[src/rtl/ex_pkg.sv]
// ex_pkg: shared definitions for the execute-stage destination controller.
//   ex_state_t  - FSM state encoding (IDLE/RUN/MD_WAIT/MD_DONE)
//   REG_W_DEF   - default register-index width
//   ZERO_REG    - architectural $0 index (writes to it are discarded)
package ex_pkg;
  localparam int REG_W_DEF = 5;

  typedef logic [1:0] ex_state_t;
  localparam ex_state_t ST_IDLE    = 2'd0;
  localparam ex_state_t ST_RUN     = 2'd1;
  localparam ex_state_t ST_MD_WAIT = 2'd2;
  localparam ex_state_t ST_MD_DONE = 2'd3;

  localparam logic [REG_W_DEF-1:0] ZERO_REG = '0;
endpackage

[src/rtl/ex_md_timer.sv]
// ex_md_timer: saturating cycle counter for an outstanding mult/div.
//   clk, rst_n  - clock, async active-low reset
//   start_i     - load 1 (the md_start cycle is cycle 1 of the wait)
//   clr_i       - clear to 0 (wait finished or aborted)
//   en_i        - count one more wait cycle
//   expired_o   - current wait cycle is the LIMIT-th one
module ex_md_timer #(
  parameter int LIMIT = 64
) (
  input  logic clk,
  input  logic rst_n,
  input  logic start_i,
  input  logic clr_i,
  input  logic en_i,
  output logic expired_o
);
  import ex_pkg::*;

  localparam int CW = $clog2(LIMIT + 1);

  logic [CW-1:0] cnt_q, cnt_d;

  always_comb begin
    cnt_d = cnt_q;
    if (start_i)                                cnt_d = CW'(1);
    else if (clr_i)                             cnt_d = '0;
    else if (en_i && (cnt_q != CW'(LIMIT)))     cnt_d = cnt_q + 1'b1;
  end

  always_ff @(posedge clk or negedge rst_n) begin
    if (!rst_n) cnt_q <= '0;
    else        cnt_q <= cnt_d;
  end

  assign expired_o = (cnt_q == CW'(LIMIT));
endmodule

[src/rtl/ex_dest_ctrl.sv]
// ex_dest_ctrl: execute-stage controller for the destination-register path.
// Latches ID/EX control, drives the rt/rd destination mux select, sequences
// multi-cycle mult/div via md_start/md_done, and stalls ID on load-use
// hazards and while a mult/div is outstanding.
//   id_*        - instruction fields presented by ID
//   md_done     - mult/div completion pulse (ignored outside MD_WAIT)
//   dest_sel    - mux select, 0 = rt, 1 = rd
//   ex_dest     - resolved destination in EX
//   ex_valid    - EX retires an instruction this cycle
//   ex_regwrite - write enable to later stages (never set for $0)
//   md_start    - one-cycle start pulse to the mult/div unit
//   id_stall    - combinational hold of IF/ID
//   md_err      - one-cycle pulse when a mult/div times out
module ex_dest_ctrl #(
  parameter int REG_W      = 5,
  parameter int MD_TIMEOUT = 64
) (
  input  logic             clk,
  input  logic             rst_n,
  input  logic             id_valid,
  input  logic             id_regdst,
  input  logic             id_regwrite,
  input  logic             id_memread,
  input  logic             id_is_muldiv,
  input  logic [REG_W-1:0] id_rs,
  input  logic [REG_W-1:0] id_rt,
  input  logic [REG_W-1:0] id_rd,
  input  logic             md_done,
  output logic             dest_sel,
  output logic [REG_W-1:0] ex_dest,
  output logic             ex_valid,
  output logic             ex_regwrite,
  output logic             md_start,
  output logic             id_stall
  ,
  output logic             md_err
);
  import ex_pkg::*;

  localparam logic [REG_W-1:0] ZERO = REG_W'(ZERO_REG);

  ex_state_t        state_q, state_d;
  logic             sel_q, sel_d;
  logic [REG_W-1:0] dest_q, dest_d;
  logic             rw_q, rw_d;        // latched regwrite, replayed at MD_DONE
  logic             mr_q, mr_d;        // latched memread, for load-use
  logic             vld_q, vld_d;
  logic             exrw_q, exrw_d;
  logic             start_q, start_d;
  logic             err_q, err_d;

  logic             hazard, cap, expired;
  logic [REG_W-1:0] cap_dest;

  // A load only hazards in its single RUN cycle; after that the value is
  // available by forwarding. The mult/div kind is implied by MD_WAIT, so it
  // needs no register of its own.
  assign hazard = (state_q == ST_RUN) && mr_q && exrw_q && (dest_q != ZERO) &&
                  id_valid && ((id_rs == dest_q) || (id_rt == dest_q));
  assign id_stall = (state_q == ST_MD_WAIT) || hazard;
  assign cap      = id_valid && !id_stall;
  assign cap_dest = id_regdst ? id_rd : id_rt;

  always_comb begin
    state_d = state_q;
    sel_d   = sel_q;
    dest_d  = dest_q;
    rw_d    = rw_q;
    mr_d    = mr_q;
    vld_d   = 1'b0;
    exrw_d  = 1'b0;
    start_d = 1'b0;
    err_d   = 1'b0;
    if (state_q == ST_MD_WAIT) begin
      // md_done takes priority over a coincident timeout
      if (md_done) begin
        state_d = ST_MD_DONE;
        vld_d   = 1'b1;
        exrw_d  = rw_q && (dest_q != ZERO);
      end else if (expired) begin
        state_d = ST_IDLE;
        err_d   = 1'b1;
      end
    end else if (cap) begin
      sel_d  = id_regdst;
      dest_d = cap_dest;
      rw_d   = id_regwrite;
      mr_d   = id_memread;
      if (id_is_muldiv) begin
        state_d = ST_MD_WAIT;
        start_d = 1'b1;
      end else begin
        state_d = ST_RUN;
        vld_d   = 1'b1;
        exrw_d  = id_regwrite && (cap_dest != ZERO);
      end
    end else begin
      state_d = ST_IDLE;
    end
  end

  always_ff @(posedge clk or negedge rst_n) begin
    if (!rst_n) begin
      state_q <= ST_IDLE;
      sel_q   <= 1'b0;
      dest_q  <= '0;
      rw_q    <= 1'b0;
      mr_q    <= 1'b0;
      vld_q   <= 1'b0;
      exrw_q  <= 1'b0;
      start_q <= 1'b0;
      err_q   <= 1'b0;
    end else begin
      state_q <= state_d;
      sel_q   <= sel_d;
      dest_q  <= dest_d;
      rw_q    <= rw_d;
      mr_q    <= mr_d;
      vld_q   <= vld_d;
      exrw_q  <= exrw_d;
      start_q <= start_d;
      err_q   <= err_d;
    end
  end

  ex_md_timer #(.LIMIT(MD_TIMEOUT)) u_timer (
    .clk      (clk),
    .rst_n    (rst_n),
    .start_i  (start_d),
    .clr_i    ((state_q == ST_MD_WAIT) && (md_done || expired)),
    .en_i     ((state_q == ST_MD_WAIT) && !md_done),
    .expired_o(expired)
  );

  assign dest_sel    = sel_q;
  assign ex_dest     = dest_q;
  assign ex_valid    = vld_q;
  assign ex_regwrite = exrw_q;
  assign md_start    = start_q;
  assign md_err      = err_q;
endmodule

[config.mk]
export PLATFORM = sky130hd
export DESIGN_NAME = ex_dest_ctrl
export DESIGN_NICKNAME = d
export VERILOG_FILES = /design/src/rtl/ex_pkg.sv /design/src/rtl/ex_md_timer.sv /design/src/rtl/ex_dest_ctrl.sv
export SDC_FILE = /design/constraint.sdc
export NUM_CORES = 1
export LEC_CHECK = 0
export CORE_MARGIN = 10
export CORE_UTILIZATION = 50
export DETAILED_ROUTE_END_ITERATION = 10
export PLACE_DENSITY = 0.79
export SYNTH_ARGS = -nofsm -noshare
export SYNTH_HDL_FRONTEND = slang
export SYNTH_SLANG_ARGS = --single-unit
[constraint.sdc]
create_clock -name clk -period 4.7 [get_ports clk]
set_input_delay 0.94 -clock clk [delete_from_list [all_inputs] [get_ports clk]]
set_output_delay 0.94 -clock clk [all_outputs]
set_load 0.02 [all_outputs]
==> results of run 1 <==
[report_power, final]
part	internal, mW	switching, mW	total (mW)	leakage (nW)
logic	0.141	0.128	0.269	0.373
registers	0.222	0.0513	0.273	0.265
clock network	0.0332	0.0593	0.0925	0.0150
[registers in the layout (all words and copies together), names as in the netlist]
name / cells
ex_valid: 1
ex_regwrite: 1
dest_sel: 1
md_start: 1
u_timer.cnt_q: 7
state_q: 2
mr_q: 1
ex_dest: 5
rw_q: 1
md_err: 1
[final cells by class]
type	count	area [um2]	area share, %
multi-input combinational	92	688	42.6
sequential	21	526	32.5
timing repair buffer	33	330	20.4
tap	30	37.5	2.32
clock buffer	4	26.3	1.63
inverter	2	7.51	0.465
[stage by stage]
step | power (mW) | hold WS (ns)
after CTS | 0.640 | 0.523
after floorplan | 0.443 | 0.474
after detailed placement | 0.547 | 0.492
final | 0.635 | 0.516
after global placement | 0.539 | 0.491
after global routing | 0.676 | 0.554
[metal layers]
layer | track usage, % | vias to the layer above | part of all wire [%]
met1 | 15.6 | 506 | 43
met4 | 4.61 | 0 | 1.5
met5 | 0 | - | 0
met3 | 3.11 | 5 | 4.7
li1 | - | 504 | -
met2 | 23.3 | 22 | 51
[worst max path at each step]
stage	from	end	slack, ns	cells past startpoint
5_1_grt	id_rs[0]	id_stall	0.85	7
4_1_cts	id_rt[0]	id_stall	0.93	7
2_1_floorplan	id_rs[4]	id_stall	2.05	5
3_5_place_dp	id_rt[0]	id_stall	0.94	7
6_report	id_rt[0]	id_stall	0.95	7
3_3_place_gp	id_rt[0]	id_stall	0.99	7
[cells by family (layout without fill, tap and decap cells)]
kind of cell / count (synthesis) / in the layout / synth area share, %
flops: 21 / 21 / 42.1
fa+ha+maj: 2 / 2 / 2.01
xor+xnor: 10 / 10 / 7.02
mux: 15 / 15 / 13.9
simple gates: 40 / 40 / 16.7
buf+inv: 7 / 39 / 2.71
compound gates: 25 / 25 / 15.4
[layout by cell type (no fill, tap or decap)]
cell type	instances
a21oi_4	1
or4_1	2
a221o_1	1
mux2i_1	2
nor3_1	5
inv_1	2
nor3b_1	1
a41o_1	1
a22oi_1	4
a21o_1	1
and4b_1	1
xnor2_1	10
nand2b_1	2
nand2_1	12
clkbuf_1	1
a31oi_1	1
mux2_2	11
o22ai_4	1
a21oi_1	8
clkbuf_4	3
o21ai_0	2
nand3_1	5
and2_2	1
clkdlybuf4s50_1	33
a2bb2oi_1	1
o211ai_1	1
nand4_1	1
a22o_1	2
o2bb2ai_1	1
and3_4	1
dfrtp_1	21
ha_1	2
nor4_1	2
nor2b_1	2
nor2_1	5
mux2_4	2
==> metrics.md, run 1 <==
| Metric | Value |
|---|---|
| RR Startpoint | state_q[0]$_DFFE_PN0P_ |
| Post-synth top cells | dfrtp_1 (21), nand2_1 (12), mux2_2 (11), xnor2_1 (10), a21oi_1 (8) |
| PD cells | 393 nW/um2 |
| Fin Setup TNS | 0 ns |
| Status | finished, final reports clean |
| TritonCTS clock tree | built |
| Sequential-to-total area share from yosys stat | 42.1% |
| Most frequent cell after synthesis | dfrtp_1 |
| CP Launch Type | input port |
| Initial antenna violation count | 0 |
| EDFF count, synth | 0 |
| Clock skew | 0.00254 ns |
| Total routed wirelength | 3.12 mm |
| Die area | 4890 um2 |
| Post-synthesis register bit count | 21 |
| Fin cells | 182 |
| CORE AREA | 2430 um2 |
| Area leader, netlist | dfrtp_1 |
| Worst Hold End | mr_q$_DFFE_PN0P_ |
| I/O Pins | 34 |
| Initial Utilization | 51.3% |
| CP cell instances | clkdlybuf4s50_1, xnor2_1, nand3_1, o22ai_4, nand2_1, nand2_1, clkdlybuf4s50_1 |
| Critical R2R Capture | ex_dest[1]$_DFFE_PN0P_ |
| Fill cells | 200 |
| DP Area | 1590 um2 |
| Ys flop type | dfrtp_1 |
| R2R depth | 4 |
| Synth Area per Inst | 10.4 um2 |
| Max Clock Freq | 0.266 GHz |
| Setup CP Type | input port to primary output |
| Largest net degree at the start of global routing | 22 |
| Hold crit path type | flop to flop |
| Post-Synthesis Cells | 120 |
| CTS Buf Count | 3 |
| First-pass GRT wire length | 5.46 mm |
| Worst-Margin Slew | 0.927 ns |
| Yosys warns | 0 |
| Synth area leaders | dfrtp_1 (42%), mux2_2 (9.9%), xnor2_1 (7.0%) |
| Inst Count DP | 178 |
| Hold_buf cts | 0 |
| DR DRC count | 0 |
| Area delta synth->final | 29.5% |
| Post-DP HPWL | 2.46 mm |
| Rows | 18 |
| Yosys cell types | 36 |
| Reg-to-reg slack, setup | 2.75 ns |
| ANT nets after route | 0 |
| First-iteration detailed-routing DRC count | 45 |
| Vias per inst | 5.70 |
| DRT Pass-1 Iters | 4 |
| Max cap viols | 0 |
| Leak pwr | 0.653 nW |
| Dpl ws | 0.938 ns |
| Inserted Diodes | 0 |
| IO Port Bufs | 33 |
| H-tree levels | 1 |
| Vias | 1037 |
| Slowest stage delay, CP | 0.62 ns |
| Routability cong. | 0.839 |
| Hold Violations, Final | 0 |
| Min-delay src | mr_q$_DFFE_PN0P_ |
| GRT Total Usage | 13.4% |
| Slowest cell on the critical path | clkdlybuf4s50_1 |
| Share of cells above drive strength 1 | 13.2% |
| Post-Syn Area | 1250 um2 |
| RSZ-0062 raised after global routing | no |
| Crit. End Element | primary output |
| Nets | 178 |
| Buf+Inv Stages, Crit Path | 2 |
| Drt wl/cell | 17.1 um |
| Net Count, Synth | 145 |
| Worst rel slew slack | 38.0% |
| Chip height | 70.0 um |
| Reg clk slew, reported paths | 0.12 ns |
| # resized after CTS | 0 |
| Root Buffer | clkbuf_4 |
| Async SR Flop Fraction | 100% |
| Setup WS post-layout | 0.948 ns |
| Final min period | 3.75 ns |
| Post-Layout Inst Area | 1620 um2 |
| Crit path arrival time | 2.81 ns |
| CTS Sinks | 21 |
| Vias in the first global route | 1089 |
| Hold Path Stages | 1 |
| Worst IR Drop VDD | 0.315 mV |
| Clock buffer depth | 2 |
| Final Cycle Share | 79.8% |
| CP Max Fanout | 4 |
| Fin util | 66.4% |
| Final Setup Violations | 0 |
| Clock Latency Late Sink | 0.31 ns |
| GRT overflow | 0 |
| Final slew viol count | 0 |
| Die width | 70.0 um |
| Yosys top cell area share | 42.1% |
| Post-CTS Setup Inserts | 0 |
| CP required | 3.76 ns |
| Delay-heaviest family, CP | buffers and inverters |
Power figures use the tool's default switching activity.
==> run 2, diff against run 1 <==
CORE_UTILIZATION = 43   (was 50)
PLACE_DENSITY = 0.72   (was 0.79)
clock period = 3.4 ns   (was 4.7 ns; I/O delays follow)
==> run 2 against run 1 <==
- design area increased by 0.15%
- cell count increased by 0.55%
- largest cell class unchanged
- flip-flop and latch count unchanged
- sequential power increased by 39%
- non-clock buffer count unchanged
- critical endpoint unchanged
==> metrics.md, run 2 (synthesis gave the netlist of run 1 again) <==
| Metric | Value |
|---|---|
| CP Launch Type | input port |
| Hold_buf cts | 0 |
| Final min period | 3.23 ns |
| Max cap viols | 0 |
| Initial Utilization | 45.2% |
| First-pass GRT wire length | 5.38 mm |
| Initial antenna violation count | 0 |
| Final Cycle Share | 95.1% |
| Largest net degree at the start of global routing | 22 |
| Rows | 19 |
| CTS Sinks | 21 |
| Area delta synth->final | 29.7% |
| Share of cells above drive strength 1 | 13.8% |
| CP required | 2.72 ns |
| Die width | 73.9 um |
| Fill cells | 241 |
| Setup CP Type | input port to primary output |
| CP Max Fanout | 4 |
| GRT overflow | 0 |
| Post-DP HPWL | 2.46 mm |
| Crit. End Element | primary output |
| CORE AREA | 2760 um2 |
| Final Setup Violations | 0 |
| Max Clock Freq | 0.309 GHz |
| Drt wl/cell | 16.9 um |
| DRT Pass-1 Iters | 4 |
| Total routed wirelength | 3.10 mm |
| Clock Latency Late Sink | 0.31 ns |
| Hold Violations, Final | 0 |
| Vias | 1026 |
| Routability cong. | 0.847 |
| Hold crit path type | flop to flop |
| Post-CTS Setup Inserts | 0 |
| Worst-Margin Slew | 0.921 ns |
| Worst IR Drop VDD | 0.353 mV |
| Nets | 178 |
| Most common cell after layout, fill and taps aside | clkdlybuf4s50_1 |
| GRT Total Usage | 12.3% |
| Reg clk slew, reported paths | 0.12 ns |
| CP cell instances | clkdlybuf4s50_1, xnor2_1, nand3_1, o22ai_4, nand2_1, nand2_1, clkdlybuf4s50_1 |
| Chip height | 73.9 um |
| H-tree levels | 1 |
| Max reg flops | 7 |
| RSZ-0062 raised after global routing | no |
| IO Port Bufs | 33 |
| Worst rel slew slack | 38.4% |
| Root Buffer | clkbuf_4 |
| Leak pwr | 0.656 nW |
| Vias in the first global route | 1115 |
| Clock buffer depth | 2 |
| Slowest cell on the critical path | clkdlybuf4s50_1 |
| I/O Pins | 34 |
| Slowest stage delay, CP | 0.62 ns |
| Min-delay src | dest_sel$_DFFE_PN0P_ |
| Fin Setup TNS | 0 ns |
| Critical path origin | id_rt[0] |
| Top reg by flops | u_timer.cnt_q |
| # resized after CTS | 0 |
| Most frequent cells in the layout | clkdlybuf4s50_1 (33), dfrtp_1 (21), nand2_1 (12) |
| ANT nets after route | 0 |
| Crit path arrival time | 2.55 ns |
| Die area | 5460 um2 |
| Vias per inst | 5.61 |
| Status | finished, final reports clean |
| Reg-to-reg slack, setup | 1.39 ns |
| Fin cells | 183 |
| PD cells | 540 nW/um2 |
| TritonCTS clock tree | built |
| DR DRC count | 0 |
| Final total power | 0.874 mW |
| Clock skew | 0.00814 ns |
| First-iteration detailed-routing DRC count | 81 |
| CTS Buf Count | 3 |
| Final slew viol count | 0 |
| RR Startpoint | state_q[0]$_DFFE_PN0P_ |
| Inserted Diodes | 0 |
| Inst Count DP | 179 |
run 2: cell count changes in the layout (fill, tap and decap cells not counted):
cell / before / now
clkbuf_1: 1 / 0
clkinv_2: 0 / 1
run 2: metal layers:
metal,vias up,GRT usage (%),wire [um],part of all wire [%]
met5,-,0,0,0
met4,0,3.52,17,0.55
met3,2,3.10,171,5.5
met2,25,20.7,1590,51
met1,496,15.0,1310,42
li1,503,-,-,-
run 2: layout make-up:
cell class | instances | area [um2] | share of cell area [%]
inverters | 2 | 7.51 | 0.464
multi-input cells | 92 | 688 | 42.5
well taps | 31 | 38.8 | 2.40
clock buffers | 3 | 22.5 | 1.39
repair buffers | 33 | 330 | 20.4
flip-flops and latches | 21 | 526 | 32.5
clock inverters | 1 | 5.00 | 0.309
run 2: worst max-delay path, delay by kind of cell:
| kind | cells | cell delay [ns] |
|---|---|---|
| simple gates | 3 | 0.38 |
| xor+xnor | 1 | 0.13 |
| compound gates | 1 | 0.20 |
| buf+inv | 2 | 1.15 |
run 2: power by group:
group	leakage (nW)	internal, mW	switching [mW]
combinational	0.373	0.195	0.176
clock	0.0177	0.0439	0.0793
sequential	0.265	0.307	0.0727
total	0.656	0.546	0.328
run 2: final timing paths:
kind	to	depth (start not counted)
min in group asynchronous	md_err$_DFF_PN0_	1
setup reg to reg	rw_q$_DFFE_PN0P_	4
hold reg to reg	dest_sel$_DFFE_PN0P_	1
setup / recovery	id_stall	7
hold / removal	dest_sel$_DFFE_PN0P_	1
max in group asynchronous	ex_dest[3]$_DFFE_PN0P_	1
run 2: stage by stage:
| step | worst slack (ns) | instance area [um2] | util, % | hold WS (ns) |
|---|---|---|---|---|
| 2_1_floorplan | 1.27 | 1250 | - | 0.384 |
| 3_3_place_gp | 0.198 | 1590 | 57.7 | 0.489 |
| 3_5_place_dp | 0.164 | 1590 | 57.7 | 0.508 |
| 4_1_cts | 0.140 | 1620 | 58.7 | 0.537 |
| 5_1_grt | 0.0204 | 1620 | 58.7 | 0.556 |
| 6_report | 0.166 | 1620 | 58.7 | 0.526 |
